### config.mk
export PLATFORM = sky130hd
export DESIGN_NAME = if_id_skid_reg
export DESIGN_NICKNAME = d
export VERILOG_FILES = /design/src/rtl/riscv_pipe_pkg.sv /design/src/rtl/pipe_skid_buf.sv /design/src/rtl/if_id_skid_reg.sv
export SDC_FILE = /design/constraint.sdc
export NUM_CORES = 1
export LEC_CHECK = 0
export ABC_AREA = 1
export CELL_PAD_IN_SITES_DETAIL_PLACEMENT = 0
export CELL_PAD_IN_SITES_GLOBAL_PLACEMENT = 1
export CORE_ASPECT_RATIO = 0.5
export CORE_MARGIN = 8
export CORE_UTILIZATION = 43
export CTS_CLUSTER_DIAMETER = 30
export DETAILED_ROUTE_END_ITERATION = 16
export DONT_BUFFER_PORTS = 1
export PLACE_DENSITY_LB_ADDON = 0.1
export SETUP_SLACK_MARGIN = 0.5
export SYNTH_ARGS = -nofsm -noshare
export SYNTH_HDL_FRONTEND = slang
export SYNTH_SLANG_ARGS = --single-unit
### constraint.sdc
create_clock -name clk -period 8.24 [get_ports clk]
set_input_delay 0.824 -clock clk [delete_from_list [all_inputs] [get_ports clk]]
set_output_delay 0.824 -clock clk [all_outputs]
set_load 0.005 [all_outputs]
### src/rtl/riscv_pipe_pkg.sv
// Shared pipeline-register definitions: default datapath widths, the bubble instruction
// and skid-buffer state encodings reused by every inter-stage register.
package riscv_pipe_pkg;

  localparam int unsigned XLEN = 32;
  localparam int unsigned ILEN = 32;

  // addi x0,x0,0
  localparam logic [31:0] NOP_INST = 32'h0000_0013;

  // 2'd3 is unreachable; the skid FSM treats it as EMPTY on the next edge.
  typedef enum logic [1:0] {
    ST_EMPTY = 2'd0,
    ST_ONE   = 2'd1,
    ST_TWO   = 2'd2
  } skid_state_e;

endpackage

### src/rtl/pipe_skid_buf.sv
// Generic 2-entry valid/ready skid register with flush; out_dat is BUBBLE whenever empty.
// Latency 1 cycle; in_rdy is a flop, low only while both entries are held.
module pipe_skid_buf
  import riscv_pipe_pkg::*;
#(
  parameter int unsigned      WIDTH  = 64,
  parameter logic [WIDTH-1:0] BUBBLE = '0
) (
  input  logic             clk,
  input  logic             rst,
  input  logic             flush,
  input  logic             in_vld,
  output logic             in_rdy,
  input  logic [WIDTH-1:0] in_dat,
  output logic             out_vld,
  input  logic             out_rdy,
  output logic [WIDTH-1:0] out_dat
);

  skid_state_e      state_q, state_d;
  logic [WIDTH-1:0] main_q, main_d;
  logic [WIDTH-1:0] skid_q, skid_d;
  logic             in_rdy_q;
  logic             in_fire;
  logic             out_fire;

  assign in_fire  = in_vld && in_rdy_q;
  assign out_fire = out_vld && out_rdy;
  assign out_vld  = (state_q == ST_ONE) || (state_q == ST_TWO);
  assign out_dat  = main_q;
  assign in_rdy   = in_rdy_q;

  // main_q is reloaded with BUBBLE on every path into EMPTY so out_dat needs no mux.
  always_comb begin
    state_d = state_q;
    main_d  = main_q;
    skid_d  = skid_q;
    if (flush) begin
      state_d = ST_EMPTY;
      main_d  = BUBBLE;
    end else begin
      case (state_q)
        ST_EMPTY: begin
          if (in_fire) begin
            state_d = ST_ONE;
            main_d  = in_dat;
          end
        end
        ST_ONE: begin
          if (in_fire && out_fire) begin
            main_d = in_dat;
          end else if (in_fire) begin
            state_d = ST_TWO;
            skid_d  = in_dat;
          end else if (out_fire) begin
            state_d = ST_EMPTY;
            main_d  = BUBBLE;
          end
        end
        ST_TWO: begin
          if (out_fire) begin
            state_d = ST_ONE;
            main_d  = skid_q;
          end
        end
        default: begin
          state_d = ST_EMPTY;
          main_d  = BUBBLE;
        end
      endcase
    end
  end

  always_ff @(posedge clk or posedge rst) begin
    if (rst) begin
      state_q  <= ST_EMPTY;
      main_q   <= BUBBLE;
      skid_q   <= '0;
      in_rdy_q <= 1'b1;
    end else begin
      state_q  <= state_d;
      main_q   <= main_d;
      skid_q   <= skid_d;
      in_rdy_q <= (state_d != ST_TWO);
    end
  end

endmodule

### src/rtl/if_id_skid_reg.sv
// IF/ID pipeline register: splits {inst,pc} around a 2-entry skid; NOP@0 when no entry held.
// Latency 1 cycle at full throughput; in_ready registered, drops only when the skid is full.
module if_id_skid_reg #(
  parameter int unsigned     XLEN     = riscv_pipe_pkg::XLEN,
  parameter int unsigned     ILEN     = riscv_pipe_pkg::ILEN,
  parameter logic [ILEN-1:0] NOP_INST = riscv_pipe_pkg::NOP_INST
) (
  input  logic            clk,
  input  logic            rst,
  input  logic            flush,
  input  logic            in_valid,
  output logic            in_ready,
  input  logic [ILEN-1:0] in_inst,
  input  logic [XLEN-1:0] in_pc,
  output logic            out_valid,
  input  logic            out_ready,
  output logic [ILEN-1:0] out_inst,
  output logic [XLEN-1:0] out_pc
);

  localparam int unsigned W = ILEN + XLEN;
  localparam logic [W-1:0] BUBBLE = {NOP_INST, {XLEN{1'b0}}};

  logic [W-1:0] in_dat;
  logic [W-1:0] out_dat;

  assign in_dat            = {in_inst, in_pc};
  assign {out_inst, out_pc} = out_dat;

  pipe_skid_buf #(
    .WIDTH  (W),
    .BUBBLE (BUBBLE)
  ) u_skid (
    .clk     (clk),
    .rst     (rst),
    .flush   (flush),
    .in_vld  (in_valid),
    .in_rdy  (in_ready),
    .in_dat  (in_dat),
    .out_vld (out_valid),
    .out_rdy (out_ready),
    .out_dat (out_dat)
  );

endmodule

### Word-level counts from Yosys, hierarchy flattened

Cells that the tools add are included.

* register bits: 131
* logic and storage cells: 34
* input bits: 69

* reduce and logical (&&, ||, !) cells: 7
* eq/ne operators: 7
* mux-type cells: 14
* bitwise operators: 2

Operator list (count)
* two-way mux 64 bit: 6
* one-hot mux 64 bit (3 select lines): 1
* two-way mux 2 bit: 6
* AND reduction 4 bit: 2
* != test 3 x 2 -> 1 bit, second input constant: 2
* one-hot mux 2 bit (3 select lines): 1
* != test 4 x 3 -> 1 bit, second input constant: 1
* != test 4 bit, second input constant: 1
* logical AND 1 bit: 3
* == test 2 x 1 -> 1 bit, second input constant: 1
* == test 2 bit, second input constant: 1
* zero test 2 bit: 1
* != test 2 bit, second input constant: 1
* NOT 1 bit: 2
* logical OR 1 bit: 1

### Logic depth before layout (Yosys ltp)

* depth in word-level cells: 9
* mapped depth: 10
* mapped depth without buffers: 10

### Worst setup path before layout

No wires, ideal clock.

* path type: input port to flip-flop
* start: input port in_valid
* end: register u_skid.skid_q[34]
* setup time: 121 ps
* data arrival time: 1535 ps
* path buffers: 2
* slack: 6585 ps
* stages on the path: 7
* path through: nand2_2 > nor2_4 > nand3_2 > buf_2 > buf_6 > nand2_1 > o21ai_1

* word-level cells in the longest chain between the ends: 4

Ends and longest elaborated chain
* start, declared: RTL line if_id_skid_reg.sv:11 `input logic in_valid,`
* logical AND 1 bit *: RTL line pipe_skid_buf.sv:27 `assign in_fire = in_vld && in_rdy_q;`
* logical AND 1 bit: RTL line pipe_skid_buf.sv:50 `if (in_fire && out_fire) begin`
* NOT 1 bit (no source line)
* AND reduction 4 bit (no source line) *
* end signal, assigned: RTL line pipe_skid_buf.sv:83 `skid_q <= skid_d;`
* end, declared: RTL line pipe_skid_buf.sv:22 `logic [WIDTH-1:0] skid_q, skid_d;`

Mark *: on every way between the ends. The rest lies on a longest branch, timed or not.
A chain may end at the register's enable or synchronous reset.

### Worst setup path in the final report

* start: register u_skid.state_q[0]
* end: register u_skid.main_q[49], in the netlist u_skid.out_dat[49]

* word-level cells in the longest chain between the ends: 7
* elaborated cells between the ends (all ways): 14
* classes of those cells: eq/ne: 6; mux: 3; reduce/logical: 5

Ends and longest elaborated chain
* start, declared: RTL line pipe_skid_buf.sv:20 `skid_state_e state_q, state_d;`
* start signal, assigned: RTL line pipe_skid_buf.sv:81 `state_q <= state_d;`
* == test 2 x 1 -> 1 bit or == test 2 bit (tied branches): RTL line pipe_skid_buf.sv:29, pipe_skid_buf.sv:42
* logical OR 1 bit: RTL line pipe_skid_buf.sv:29 `assign out_vld = (state_q == ST_ONE) || (state_q == ST_TWO);`
* logical AND 1 bit: RTL line pipe_skid_buf.sv:28 `assign out_fire = out_vld && out_rdy;`
* logical AND 1 bit: RTL line pipe_skid_buf.sv:50
* two-way mux 64 bit: RTL line pipe_skid_buf.sv:50
* one-hot mux 64 bit (3 select lines): RTL line pipe_skid_buf.sv:42 `case (state_q)`
* two-way mux 64 bit: RTL line pipe_skid_buf.sv:38 `if (flush) begin`
* end signal, assigned: RTL line pipe_skid_buf.sv:82 `main_q <= main_d;`
* end, declared: RTL line pipe_skid_buf.sv:21 `logic [WIDTH-1:0] main_q, main_d;`

Parallel ways exist; a longest one is shown, timed or not.

==> impl_metrics.yaml <==
status:
  status: "completed"
floorplanning:
  rows: 32
  initial_core_util_pct: 43.4
  core-area_sq_um: 15200
  die_w_um: 191
  die-height_um: 104
  fp.dieArea_sq_um: 19800
  num_io_pins: 135
routing:
  antenna_left: 0
  drc_errors: 0
  firstDrtPassIters: 4
  drt-total-wl_mm: 17.2
  vias: 5189
  via_per_inst: 4.88
  wl_per_cell_um: 16.2
  drt_iter0_markers: 242
final_layout:
  n_antenna_cell: 0
  drive_gt1_share_pct: 7.09
  layout_common_cells: "nand2_1 (397), dfrtp_1 (127), nand3_1 (125), inv_1 (76), o21ai_1 (60)"
  fin_nets: 920
  mostFrequentLayoutCell: "nand2_1"
  syn_to_final_growth_pct: 7.86
sta:
  fin_crit_sh_pct: 31.9
  setup_tns_ns: 0
  skew_ns: 0.0120
  min_period_ns: 2.63
  worst_slew_pin_slew_ns: 1.18
  setup_viol: 0
  hold_viol: 0
  clock.fmax_mhz: 381
  maxSlewHeadroom_pct: 21.2
  drv_slew: 0
  rsz0062_at_grt: "no"
  hold_slack_ns: 0.312
yosys:
  syn_area_sq_um: 6610
  synth_top_cell_by_area: "dfrtp_1"
  syn_nets: 948
  synth_warnings: 0
  synth.distinct_cells: 21
  synth-seq-area-share_pct: 49.7
  synthTopCellsByArea: "dfrtp_1 (48%), nand2_1 (23%), nand3_1 (9.5%)"
  synth-seq-cells: 131
  postSynthAreaPerCell_sq_um: 7.55
  netlist.area_leader.share_pct: 48.1
  syn_inst: 875
setup_path:
  cp_slowest_stage_delay_ns: 0.87
  cp_cell_sequence: "ha_2 -> buf_4 -> o21ai_2 -> nand4_2 -> inv_2 -> nand2_1 -> nand2_1"
  crit_path_top_delay_cell: "inv_2"
  cpMostUsedCell: "nand2_1"
  cp-end-kind: "flop"
  required_ns: 8.59
  startpoint_type: "flop"
  worstPathMaxFanout: 65
  crit_type: "reg -> reg"
  cp_data_arrival_time_ns: 2.97
power:
  ir_drop_v: 0.000148
  power_leakage_nw: 3.83
  powerDensity_nw_per_um2: 284
clock_network:
  ctsResizeCount: 0
  cts_tree: "yes"
  cts.sinks: 131
  cts.htree.levels: 4
  root_buffer: "clkbuf_16"
  post-cts-setup-buffer-count: 0
  cts_made_buffers: 17
  cts.path.max_buffers: 2
  ctsHoldBuffers: 0
  path_clk_slew_ns: 0.06
  clkLatencyLatePin_ns: 0.41
grt:
  grt_max_degree: 78
  overflow: 0
  grt_pass1_vias: 5114
  track_usage_pct: 17.8
  grt_pass1_wl_mm: 28.4
  antenna_found_initial: 0
worst_hold_path:
  hold_path_class: "in -> async"
placement:
  dp.final_hpwl_mm: 10.2
  io_buffer_count: 0
  gp_congestion: 0.738
flow_run:
  cap_violations: 0
==> Yosys cell counts <==
master,n
nand2_1,397
dfrtp_1,127
nand3_1,125
inv_1,77
o21ai_1,60
buf_6,21
buf_2,15
clkbuf_1,12
nor2_1,10
buf_4,5
o21ai_2,5
dfstp_2,4
ha_1,4
nand2_2,4
inv_2,2
nor2_4,2
a21oi_1,1
inv_4,1
nand3_2,1
nand4_2,1
o21ai_0,1
==> final cells by class <==
cell class              instances  area, sq um
fillers                      1521         8090
flip-flops and latches        131         3280
multi-input cells             611         2640
clock buffers                  19          443
inverters                      80          308
well taps                     204          255
clock inverters                13          150
repair buffers                  6         45.0
==> registers in the layout (all words and copies together) (netlist names) <==
signal	count
u_skid.out_dat	64
u_skid.in_rdy	1
u_skid.skid_q	64
u_skid.state_q	2
==> report_power, final <==
group | switching [W] | internal (W)
Combinational | 0.000216 | 0.000123
Sequential | 0.000104 | 0.000818
Clock | 0.000302 | 0.000459
==> critical path, delay by kind of cell, from the launching register on <==
| kind | cells | cell delay [ns] |
|---|---|---|
| AND/OR/NAND/NOR | 3 | 0.38 |
| buffers and inverters | 2 | 1.25 |
| adder cells (fa/ha/maj) | 1 | 0.21 |
| flip-flops | 1 | 0.42 |
| AO/OA/AOI/OAI | 1 | 0.27 |
==> metrics by stage <==
step                      worst slack (ns)  cells  total power [W]  util, %  cell area (sq um)
final                                 5.61   1064          0.00202     46.8               7130
after global placement                5.63   1032          0.00127     42.9               6530
after CTS                             5.57   1064          0.00205     46.8               7130
after detailed placement              5.57   1032          0.00128     42.9               6530
after global routing                  5.32   1064          0.00215     46.8               7130
after floorplan                       3.92    875          0.00121        -               6610
==> logic make-up (layout without fill, tap and decap cells) <==
group	after synthesis	in the layout	share of synthesized area, %
buffers and inverters	133	118	10.5
DFF	131	131	49.7
adders and majority gates	4	4	0.757
and+or+nand+nor	540	540	33.6
AOI/OAI and AO/OA	67	67	5.36
==> layer usage <==
metal	part of all wire (%)	global-route usage [%]	routed length, um
met1	47	23.7	8150
met2	44	27.3	7590
met3	7.9	6.29	1360
met4	0.65	4.37	112
met5	0	0	0
==> worst paths after layout <==
kind	start	end	slack [ns]	depth (start not counted)
max in group asynchronous	rst	u_skid.out_dat[46]$_DFFE_PP0P_	6.56	2
hold reg to reg	u_skid.skid_q[32]$_DFFE_PP0P_	u_skid.skid_q[32]$_DFFE_PP0P_	0.48	2
min in group clk	u_skid.skid_q[32]$_DFFE_PP0P_	u_skid.skid_q[32]$_DFFE_PP0P_	0.48	2
setup / recovery	u_skid.state_q[0]$_DFF_PP0_	u_skid.out_dat[49]$_DFFE_PP0P_	5.61	7
hold / removal	rst	u_skid.out_dat[12]$_DFFE_PP0P_	0.31	1
setup reg to reg	u_skid.state_q[0]$_DFF_PP0_	u_skid.out_dat[49]$_DFFE_PP0P_	5.61	7
No activity file was read; power rests on OpenSTA's default activity.
